<file path="src/rtl/tim_apb_master.sv">
// Request/response to APB bridge for programming the timer registers.
// Runs one transfer at a time. ACCESS is aborted if tim_pready stays low for TIMEOUT_CYC cycles.
module tim_apb_master #(
   parameter int ADDR_W      = 12,
   parameter int DATA_W      = 32,
   parameter int TIMEOUT_CYC = 16
) (
   input  logic                sys_clk,
   input  logic                sys_rst_n,
   input  logic                req_valid,
   output logic                req_ready,
   input  logic                req_write,
   input  logic [ADDR_W-1:0]   req_addr,
   input  logic [DATA_W-1:0]   req_wdata,
   input  logic [DATA_W/8-1:0] req_strb,
   output logic                rsp_valid,
   input  logic                rsp_ready,
   output logic [DATA_W-1:0]   rsp_rdata,
   output logic                rsp_err,
   output logic                rsp_timeout,
   output logic                tim_psel,
   output logic                tim_penable,
   output logic                tim_pwrite,
   output logic [ADDR_W-1:0]   tim_paddr,
   output logic [DATA_W-1:0]   tim_pwdata,
   output logic [DATA_W/8-1:0] tim_pstrb,
   input  logic [DATA_W-1:0]   tim_prdata,
   input  logic                tim_pready,
   input  logic                tim_pslverr
);

   localparam int STRB_W = DATA_W/8;
   localparam int CNT_W  = (TIMEOUT_CYC > 0) ? $clog2(TIMEOUT_CYC+1) : 1;
   localparam logic [CNT_W-1:0] WAIT_LAST = CNT_W'((TIMEOUT_CYC > 0) ? TIMEOUT_CYC-1 : 0);

   typedef enum logic [1:0] {S_IDLE, S_SETUP, S_ACCESS, S_RESP} state_t;

   state_t              r_state, w_next;
   logic [CNT_W-1:0]    r_wait;
   logic                r_pwrite;
   logic [ADDR_W-1:0]   r_paddr;
   logic [DATA_W-1:0]   r_pwdata;
   logic [STRB_W-1:0]   r_pstrb;
   logic [DATA_W-1:0]   r_rdata;
   logic                r_err;
   logic                r_tmo;
   logic                w_tmo_hit;

   // This ACCESS cycle is the TIMEOUT_CYC-th in a row with pready low.
   assign w_tmo_hit = (TIMEOUT_CYC != 0) && (r_wait == WAIT_LAST);

   always_ff @(posedge sys_clk) begin
      if (!sys_rst_n) r_state <= S_IDLE;
      else            r_state <= w_next;
   end

   always_comb begin
      w_next      = r_state;
      req_ready   = 1'b0;
      rsp_valid   = 1'b0;
      tim_psel    = 1'b0;
      tim_penable = 1'b0;
      case (r_state)
         S_IDLE: begin
            req_ready = 1'b1;
            if (req_valid) w_next = S_SETUP;
         end
         S_SETUP: begin
            tim_psel = 1'b1;
            w_next   = S_ACCESS;
         end
         S_ACCESS: begin
            tim_psel    = 1'b1;
            tim_penable = 1'b1;
            if (tim_pready || w_tmo_hit) w_next = S_RESP;
         end
         S_RESP: begin
            rsp_valid = 1'b1;
            if (rsp_ready) w_next = S_IDLE;
         end
         default: w_next = S_IDLE;
      endcase
   end

   always_ff @(posedge sys_clk) begin
      if (!sys_rst_n) begin
         r_wait   <= '0;
         r_pwrite <= 1'b0;
         r_paddr  <= '0;
         r_pwdata <= '0;
         r_pstrb  <= '0;
         r_rdata  <= '0;
         r_err    <= 1'b0;
         r_tmo    <= 1'b0;
      end else begin
         case (r_state)
            S_IDLE: begin
               if (req_valid) begin
                  r_pwrite <= req_write;
                  r_paddr  <= req_addr;
                  r_pwdata <= req_wdata;
                  r_pstrb  <= req_write ? req_strb : '0;
               end
            end
            S_ACCESS: begin
               // A completion on the timeout cycle takes priority over the abort.
               if (tim_pready) begin
                  r_rdata <= r_pwrite ? '0 : tim_prdata;
                  r_err   <= tim_pslverr;
                  r_tmo   <= 1'b0;
               end else if (w_tmo_hit) begin
                  r_rdata <= '0;
                  r_err   <= 1'b1;
                  r_tmo   <= 1'b1;
               end else if (r_wait != {CNT_W{1'b1}}) begin
                  r_wait <= r_wait + 1'b1;
               end
            end
            S_RESP: begin
               if (rsp_ready) r_wait <= '0;
            end
            default: ;
         endcase
      end
   end

   assign tim_pwrite  = r_pwrite;
   assign tim_paddr   = r_paddr;
   assign tim_pwdata  = r_pwdata;
   assign tim_pstrb   = tim_psel ? r_pstrb : '0;
   assign rsp_rdata   = r_rdata;
   assign rsp_err     = r_err;
   assign rsp_timeout = r_tmo;

endmodule

</file>
<file path="config.mk">
export PLATFORM = sky130hd
export DESIGN_NAME = tim_apb_master
export DESIGN_NICKNAME = d
export VERILOG_FILES = /design/src/rtl/tim_apb_master.sv
export SDC_FILE = /design/constraint.sdc
export NUM_CORES = 1
export LEC_CHECK = 0
export BUFFER_PORTS_ARGS = -buffer_cell sky130_fd_sc_hd__buf_2
export CORE_AREA = 8 8 107 109
export CTS_CLUSTER_SIZE = 25
export DETAILED_ROUTE_END_ITERATION = 7
export DIE_AREA = 0 0 115 117
export PLACE_DENSITY_LB_ADDON = 0.15
export SYNTH_ARGS = -nofsm -noshare
export SYNTH_HDL_FRONTEND = slang
export SYNTH_SLANG_ARGS = --single-unit
</file>
<file path="constraint.sdc">
create_clock -name sys_clk -period 2.1 [get_ports sys_clk]
set_input_delay 0.315 -clock sys_clk [delete_from_list [all_inputs] [get_ports sys_clk]]
set_output_delay 0.315 -clock sys_clk [all_outputs]
set_load 0.05 [all_outputs]
</file>
Word level (Yosys, flattened, before mapping) --
Cells that the tools add are included.
Word-level totals: memory bits (writable) 0, bits in latches 0, word-level logic and storage cells 51, ROM bits 0, flip-flop bits (word level) 90, input port bits 87, output and inout port bits 87, memories kept 0
Operators by class: multipliers 0, reduce and logical (&&, ||, !) cells 9, divide/modulo/power cells 0, shifts and indexed selects 0, eq/ne operators 11, add/sub/neg operators 1, bitwise logic cells 0, multiplexer cells 21, order comparisons 0
Operators with widths (number):
- $mux 32 | 3
- $mux 5 | 4
- $ne 2x2->1 const B | 6
- $pmux 5 s2 | 1
- $mux 4 | 2
- $pmux 2 s4 | 1
- $mux 1 | 7
- $mux 2 | 3
- $add 5x1->5 const B | 1
- $eq 5x4->1 const B | 1
- $ne 5x5->1 const B | 1
- $reduce_and 5->1 | 1
- $eq 2x2->1 const B | 2
- $reduce_and 2->1 | 2
- $reduce_bool 2->1 | 2
- $reduce_and 3->1 | 1
- $eq 2x1->1 const B | 1
- $logic_not 2->1 | 1
- $reduce_or 2->1 | 1
- $logic_or 1x1->1 | 1

Longest topological paths before layout --
Gate-level depths: netlist of the first run.
word-level depth 5, mapped depth 8, gate-level depth less buffers 6

Worst setup path before layout of the first run --
OpenSTA, ideal clock, no wires.
path type register to register, start reg r_state[0], end reg r_wait[3], data required time 1973 ps, clock period less this slack 1897 ps, cell stages (with the launch flop) 6, arrival 1770 ps, setup time 127 ps, buffers on the path 0, path slack 203 ps, path through dfxtp_1 inv_1 ha_1 or4b_4 a21oi_4 o211ai_1
On the way: longest elaborated chain between the ends 3, elaborated cells on any way between the ends 9, those cells by class 6 x eq/ne; 1 x mux; 2 x reduce/logical
RTL lines:
- start, declared | line 38 | state_t r_state, w_next;
- start signal, assigned | line 54 | else r_state <= w_next;
- $eq 2x2->1 | line 96 | case (r_state)
- $ne 2x2->1 (no source line) or $reduce_bool 2->1 (tied branches)
- $reduce_and 5->1 (no source line)
- end signal, assigned | line 116 | r_wait <= r_wait + 1'b1;
- end, declared | line 39 | logic [CNT_W-1:0] r_wait;
Several ways; a longest one is shown, not always the timed one. A chain may end at the register's enable or synchronous reset.

Worst setup path in the final report of the first run --
start reg r_wait[0], end reg r_wait[3]
On the way: longest elaborated chain between the ends 5, elaborated cells on any way between the ends 10, those cells by class 1 x add/sub; 4 x eq/ne; 4 x mux; 1 x reduce/logical
RTL lines:
- $add 5x1->5 | line 116
- $mux 5 | line 115 | end else if (r_wait != {CNT_W{1'b1}}) begin
- $mux 5 | line 111 | end else if (w_tmo_hit) begin
- $mux 5 | line 107 | if (tim_pready) begin
- $pmux 5 s2 | line 96
Several ways; a longest one is shown, not always the timed one. The select of a mux whose other input is x is not followed.

==> metrics, run 1 <==
violation count after the first detailed-route iteration=around 180; Worst Tran Pin Value=0.494 ns; Critical Path AT=about 2.2 ns; count of final hold-check violations=0; critical path capture point type=flop; port bufs=between 150 and 200; number of antenna violations at the first check in global routing=0; hold path startpoint=req_wdata[17]; number of hold-repair buffers added at the cts stage=0; vias post-DR=roughly 3,200; full die area=0.0135 sq mm; post-synthesis async set-or-reset flop share=0%; switching power total=2370 uW; number of nets still failing antenna checks after routing=0; router iterations before antenna repair=6; startpoint kind of the worst setup timing path=flop; ratio of cells with drive above 1 in the final layout=a little over a third; Fin Hold WS=between 0.15 and 0.2 ns; fmax=510 MHz; Comb pwr share=about two fifths; #FFs+latches synth=90; largest buffer count on any clock path=2; CTS tree=yes; period utilization=between 90 and 100%; total number of yosys warnings=0; critical path peak fanout=5; commonest cells after routing, fill and taps aside=buf_2 (173), nand2_1 (99), dfxtp_1 (90); clock transition time at the flip-flop clock pins of the worst setup and hold paths=roughly 0.090 ns; type of the worst min-delay path=in2reg; drt wl/cell=14.2 um; Max H-tree Level=3; Flop pwr share=between 30 and 40%; first-pass GRT wire length=15,700 um; standard-cell rows=37; final period demand of the worst path=1.96 ns; clock tree skew after final layout=roughly 0.012 ns; antenna diode count=0; number of ports placed on the die boundary=between 150 and 200; leakage component of the power=between 0.002 and 0.0025 uW; post-synth cell types=36; final total negative setup slack=0 ns; overall die width=115 um; syn avg cell area=between 8 and 9 sq um; Top Metal Used=met4; slew margin rel.=approximately 67%; fraction of power consumed by the clock network=between 20% and 30%; combined area of all synthesized cells=between 0.003 and 0.004 sq mm; total half-perimeter wirelength after legalization and detailed placement=between 7000 and 8000 um; clock latency reported for the late side of the worst-skew pair=roughly 0.34 ns; cells along the critical path=ha_1, and3_1, ha_2, or4b_4, a21oi_4, o211ai_1; leading register cell type out of synthesis=dfxtp_1; number of vias per cell=4.65; root cell of the clock tree=clkbuf_8; final instance area=0.00454 sq mm; worst setup path class=reg2reg; placer's final routability congestion estimate=between 0.7 and 0.8; CTS Sinks=90; timing startpoint of the critical path=r_wait[0]; number of global-route vias before repair=~3,200; initial cell density of the core=33.4%; startpoint of the most critical register-to-register path=r_wait[0]; required time worst endpoint=about 2.3 ns; Cells after Synth=around 390; Final setup viols=0; maximum number of pins on one net before global-route repair=37; slowest CP cell=or4b_4; Power Density=approximately 1200 mW/mm^2; detailed route wirelength on metal3=between 1000 and 1500 um; met2 wirelength from detailed routing=about 4100 um; delay contributed by the slowest stage of the critical path=0.54 ns; remaining design rule violation count=0; post-synth net total=480; number of synthesized flops with an enable pin=0; unrepaired setup endpoints after global routing=no; Global Route Usage Sum=between 10 and 15%; Switching Share=between 40% and 50%; most frequent standard cell in the layout excluding fill and tap cells=buf_2; filler instances=around 1,000; result of the run=completed; Max VDD drop=0.647 mV; Final Max Slew Viols=0; core area=0.00991 sq mm; DRT met1 WL=~4300 um; Int Power=3230 uW; Num CTS Buffers=9; global-route congestion overflow total=0; part of the Yosys area used for sequential elements=54.4%; vertical die dimension=roughly 120 um; Area after DPL=~0.0043 sq mm; count of maximum capacitance violations=0; Final Net Count=between 600 and 700; Syn-to-layout area delta=37.2%; wire length after detailed routing=just under 10,000 um
[metrics by stage]
step / total power (uW) / instances / util (%) / setup slack [ns]
6_report: 5610 / 691 / 45.8 / 0.138
5_1_grt: 5940 / 691 / 45.8 / 0.0290
4_1_cts: 5700 / 691 / 45.8 / 0.0848
3_5_place_dp: 4420 / 675 / 43.7 / 0.101
3_3_place_gp: 4380 / 675 / 43.7 / 0.158
2_1_floorplan: 3800 / 386 / - / 0.203
[state kept, by name, indices dropped and copies added (netlist names)]
| signal | count |
|---|---|
| rsp_err | 1 |
| tim_pwrite | 1 |
| r_state | 2 |
| tim_paddr | 12 |
| r_wait | 5 |
| rsp_timeout | 1 |
| r_pstrb | 4 |
| rsp_rdata | 32 |
| tim_pwdata | 32 |
[cell usage after synthesis, drive strengths merged (2+ instances only)]
cell | number | area [sq um]
a21oi | 53 | 277
inv | 6 | 22.5
clkbuf | 9 | 33.8
o31a | 2 | 17.5
nor2b | 2 | 12.5
a22oi | 32 | 240
nand3 | 6 | 30.0
nor2 | 34 | 128
nand2 | 100 | 375
o21ai | 2 | 10.0
buf | 19 | 90.1
ha | 7 | 87.6
and2 | 5 | 31.3
o22ai | 2 | 12.5
dfxtp | 90 | 1800
[layer usage]
| layer | vias up | GRT usage (%) |
|---|---|---|
| li1 | 1622 | - |
| met1 | 1444 | 16.6 |
| met2 | 134 | 22.4 |
| met3 | 12 | 7.54 |
| met4 | 0 | 4.99 |
| met5 | - | 0 |
[cell families after synthesis]
group | after synthesis | share of synthesized area [%]
and+or+nand+nor | 158 | 20.2
AOI/OAI and AO/OA | 96 | 18.0
DFF | 90 | 54.4
buffers and inverters | 34 | 4.42
adders and majority gates | 7 | 2.65
muxes | 1 | 0.302
[critical path, delay by kind of cell (launching register included)]
kind	cells	cell delay, ns
flops	1	0.35
fa+ha+maj	2	0.45
simple gates	2	0.76
compound gates	2	0.29
[final cells by class]
class / count / area (sq um) / share of cell area [%]
sequential: 90 / 1800 / 39.7
multi-input combinational: 262 / 1370 / 30.2
timing repair buffer: 181 / 963 / 21.2
tap: 136 / 170 / 3.75
clock buffer: 12 / 135 / 2.98
clock inverter: 4 / 76.3 / 1.68
inverter: 6 / 22.5 / 0.496
[timing repair]
| action | in CTS | in global routing |
|---|---|---|
| setup buffers | 0 | 0 |
| gates resized for setup | 0 | 1 |
| setup endpoints to repair | 0 | 1 |
[power by group through the flow]
stage               sequential (uW)  clock, uW  combinational [uW]
finish                         2060       1260                2280
global route                   2090       1370                2480
CTS                            2060       1310                2320
detailed placement             2100          0                2320
global placement               2090          0                2290
floorplan                      2810          0                 994
[final timing paths]
path / slack, ns / cells after the start / end
max: 0.14 / 6 / r_wait[3]
min: 0.19 / 3 / tim_pwdata[17]
max reg2reg: 0.14 / 6 / r_wait[3]
min reg2reg: 0.45 / 2 / rsp_err
Power figures use the tool's default switching activity.
==> run 2: changes to the inputs <==
--- a/config.mk
+++ b/config.mk
@@ -6,10 +6,10 @@
 export NUM_CORES = 1
 export LEC_CHECK = 0
 export BUFFER_PORTS_ARGS = -buffer_cell sky130_fd_sc_hd__buf_2
-export CORE_AREA = 8 8 107 109
+export CORE_AREA = 8 8 95 97
 export CTS_CLUSTER_SIZE = 25
 export DETAILED_ROUTE_END_ITERATION = 7
-export DIE_AREA = 0 0 115 117
+export DIE_AREA = 0 0 103 105
 export PLACE_DENSITY_LB_ADDON = 0.15
 export SYNTH_ARGS = -nofsm -noshare
 export SYNTH_HDL_FRONTEND = slang
==> metrics, run 2 (synthesis gave the netlist of run 1 again) <==
result of the run=completed (unchanged); initial cell density of the core=44.0% (was 33.4%); final total negative setup slack=0 ns (unchanged); vias post-DR=3,173 (was 3,212); Critical Path AT=2.23 ns (was 2.20 ns); clock latency reported for the late side of the worst-skew pair=0.35 ns (was 0.34 ns); filler instances=747 (was 1,024); unrepaired setup endpoints after global routing=no (unchanged); number of hold-repair buffers added at the cts stage=0 (unchanged); antenna diode count=0 (unchanged); commonest cells after routing, fill and taps aside=buf_2 (173), nand2_1 (100), dfxtp_1 (90) (was buf_2 (173), nand2_1 (99), dfxtp_1 (90)); Syn-to-layout area delta=35.0% (was 37.2%); Top Metal Used=met4 (unchanged); slew margin rel.=67.8% (was 67.0%); fmax=499 MHz (was 510 MHz); Num CTS Buffers=9 (unchanged); leakage component of the power=0.00210 uW (was 0.00211 uW); placer's final routability congestion estimate=0.768 (was 0.721); ratio of cells with drive above 1 in the final layout=36.6% (was 36.4%); wire length after detailed routing=9390 um (was 9840 um); violation count after the first detailed-route iteration=108 (was 178); overall die width=103 um (was 115 um); full die area=0.0108 sq mm (was 0.0135 sq mm); final period demand of the worst path=2.00 ns (was 1.96 ns); Global Route Usage Sum=16.5% (was 14.4%); number of ports placed on the die boundary=174 (unchanged); clock tree skew after final layout=0.0142 ns (was 0.0119 ns); global-route congestion overflow total=0 (unchanged); number of nets still failing antenna checks after routing=0 (unchanged); drt wl/cell=14.3 um (was 14.2 um); DRT met1 WL=3860 um (was 4270 um); core area=0.00753 sq mm (was 0.00991 sq mm); critical path peak fanout=5 (unchanged); Worst Tran Pin Value=0.482 ns (was 0.494 ns); placed cell count=641 (was 675); critical path capture point type=flop (unchanged); non-filler cells, final=657 (was 691); number of antenna violations at the first check in global routing=0 (unchanged); vertical die dimension=105 um (was 117 um); period utilization=95.4% (was 93.4%); final instance area=0.00447 sq mm (was 0.00454 sq mm); most frequent standard cell in the layout excluding fill and tap cells=buf_2 (unchanged); standard-cell rows=32 (was 37); remaining design rule violation count=0 (unchanged); worst setup path class=reg2reg (unchanged); first-pass GRT wire length=14,400 um (was 15,700 um); Area after DPL=0.00427 sq mm (was 0.00433 sq mm); type of the worst min-delay path=in2reg (unchanged); number of vias per cell=4.83 (was 4.65); Max H-tree Level=3 (unchanged); count of maximum capacitance violations=0 (unchanged); Final Max Slew Viols=0 (unchanged); Gates resized, CTS repair=0 (unchanged); CTS tree=yes (unchanged); root cell of the clock tree=clkbuf_8 (unchanged); setup repair bufs after CTS=0 (unchanged); clock transition time at the flip-flop clock pins of the worst setup and hold paths=0.10 ns (was 0.09 ns); met2 wirelength from detailed routing=4370 um (was 4140 um); CTS Sinks=90 (unchanged); required time worst endpoint=2.33 ns (about the same); port bufs=173 (unchanged); detailed route wirelength on metal3=1100 um (was 1300 um); maximum number of pins on one net before global-route repair=56 (was 37); Power Density=1220 mW/mm^2 (was 1230 mW/mm^2); Final Net Count=644 (unchanged); count of final hold-check violations=0 (unchanged); startpoint kind of the worst setup timing path=flop (unchanged); Max VDD drop=0.561 mV (was 0.647 mV); number of global-route vias before repair=3,044 (was 3,229); largest buffer count on any clock path=2 (unchanged); Final setup viols=0 (unchanged); router iterations before antenna repair=4 (was 6); total half-perimeter wirelength after legalization and detailed placement=7040 um (was 7260 um)
-- run 2: changes by cell type in the layout (fill, tap and decap cells not counted), sizes merged --
| cell | before | now |
|---|---|---|
| clkbuf | 12 | 9 |
| inv | 6 | 8 |
| bufinv | 2 | 1 |
| clkinv | 1 | 2 |
| clkinvlp | 1 | 2 |
-- run 2: routing by layer --
metal | vias to the layer above | track usage (%)
li1 | 1624 | -
met1 | 1425 | 19.1
met2 | 118 | 26.4
met3 | 6 | 6.77
met4 | 0 | 6.51
met5 | - | 0
-- run 2: final cells by class --
cell class / count / area, sq um / area share (%)
inverters: 6 / 22.5 / 0.504
clock buffers: 9 / 124 / 2.77
well taps: 102 / 128 / 2.86
multi-input cells: 262 / 1370 / 30.6
flip-flops and latches: 90 / 1800 / 40.3
clock inverters: 7 / 76.3 / 1.71
repair buffers: 181 / 951 / 21.3
-- run 2: path summary, 6_finish.rpt --
| kind | end | cells past startpoint | slack, ns | startpoint |
|---|---|---|---|---|
| setup / recovery | r_wait[3] | 6 | 0.1 | r_wait[0] |
| hold / removal | tim_pwdata[6] | 3 | 0.20 | req_wdata[6] |
| setup reg to reg | r_wait[3] | 6 | 0.1 | r_wait[0] |
| hold reg to reg | r_pstrb[2] | 2 | 0.45 | r_pstrb[2] |
-- run 2: report_power, final --
group,total (uW),switching (uW),internal (uW)
Sequential,2060,117,1940
Combinational,2230,1640,590
Clock,1180,622,559
-- run 2: critical path: stages (launching register included) --
cell	delay, ns
dfxtp_1	0.35
ha_1	0.24
and3_1	0.21
ha_1	0.24
or4b_4	0.56
a21oi_4	0.18
o211ai_1	0.11
-- run 2: per-stage QoR --
stage | setup WS, ns | util, % | hold WS, ns | power (uW)
4_1_cts | 0.0937 | 59.4 | 0.170 | 5550
6_report | 0.0956 | 59.4 | 0.195 | 5470
2_1_floorplan | 0.203 | - | 0.427 | 3800
3_5_place_dp | 0.112 | 56.7 | 0.440 | 4360
3_3_place_gp | 0.170 | 56.7 | 0.433 | 4320
5_1_grt | 0.0292 | 59.4 | 0.175 | 5800
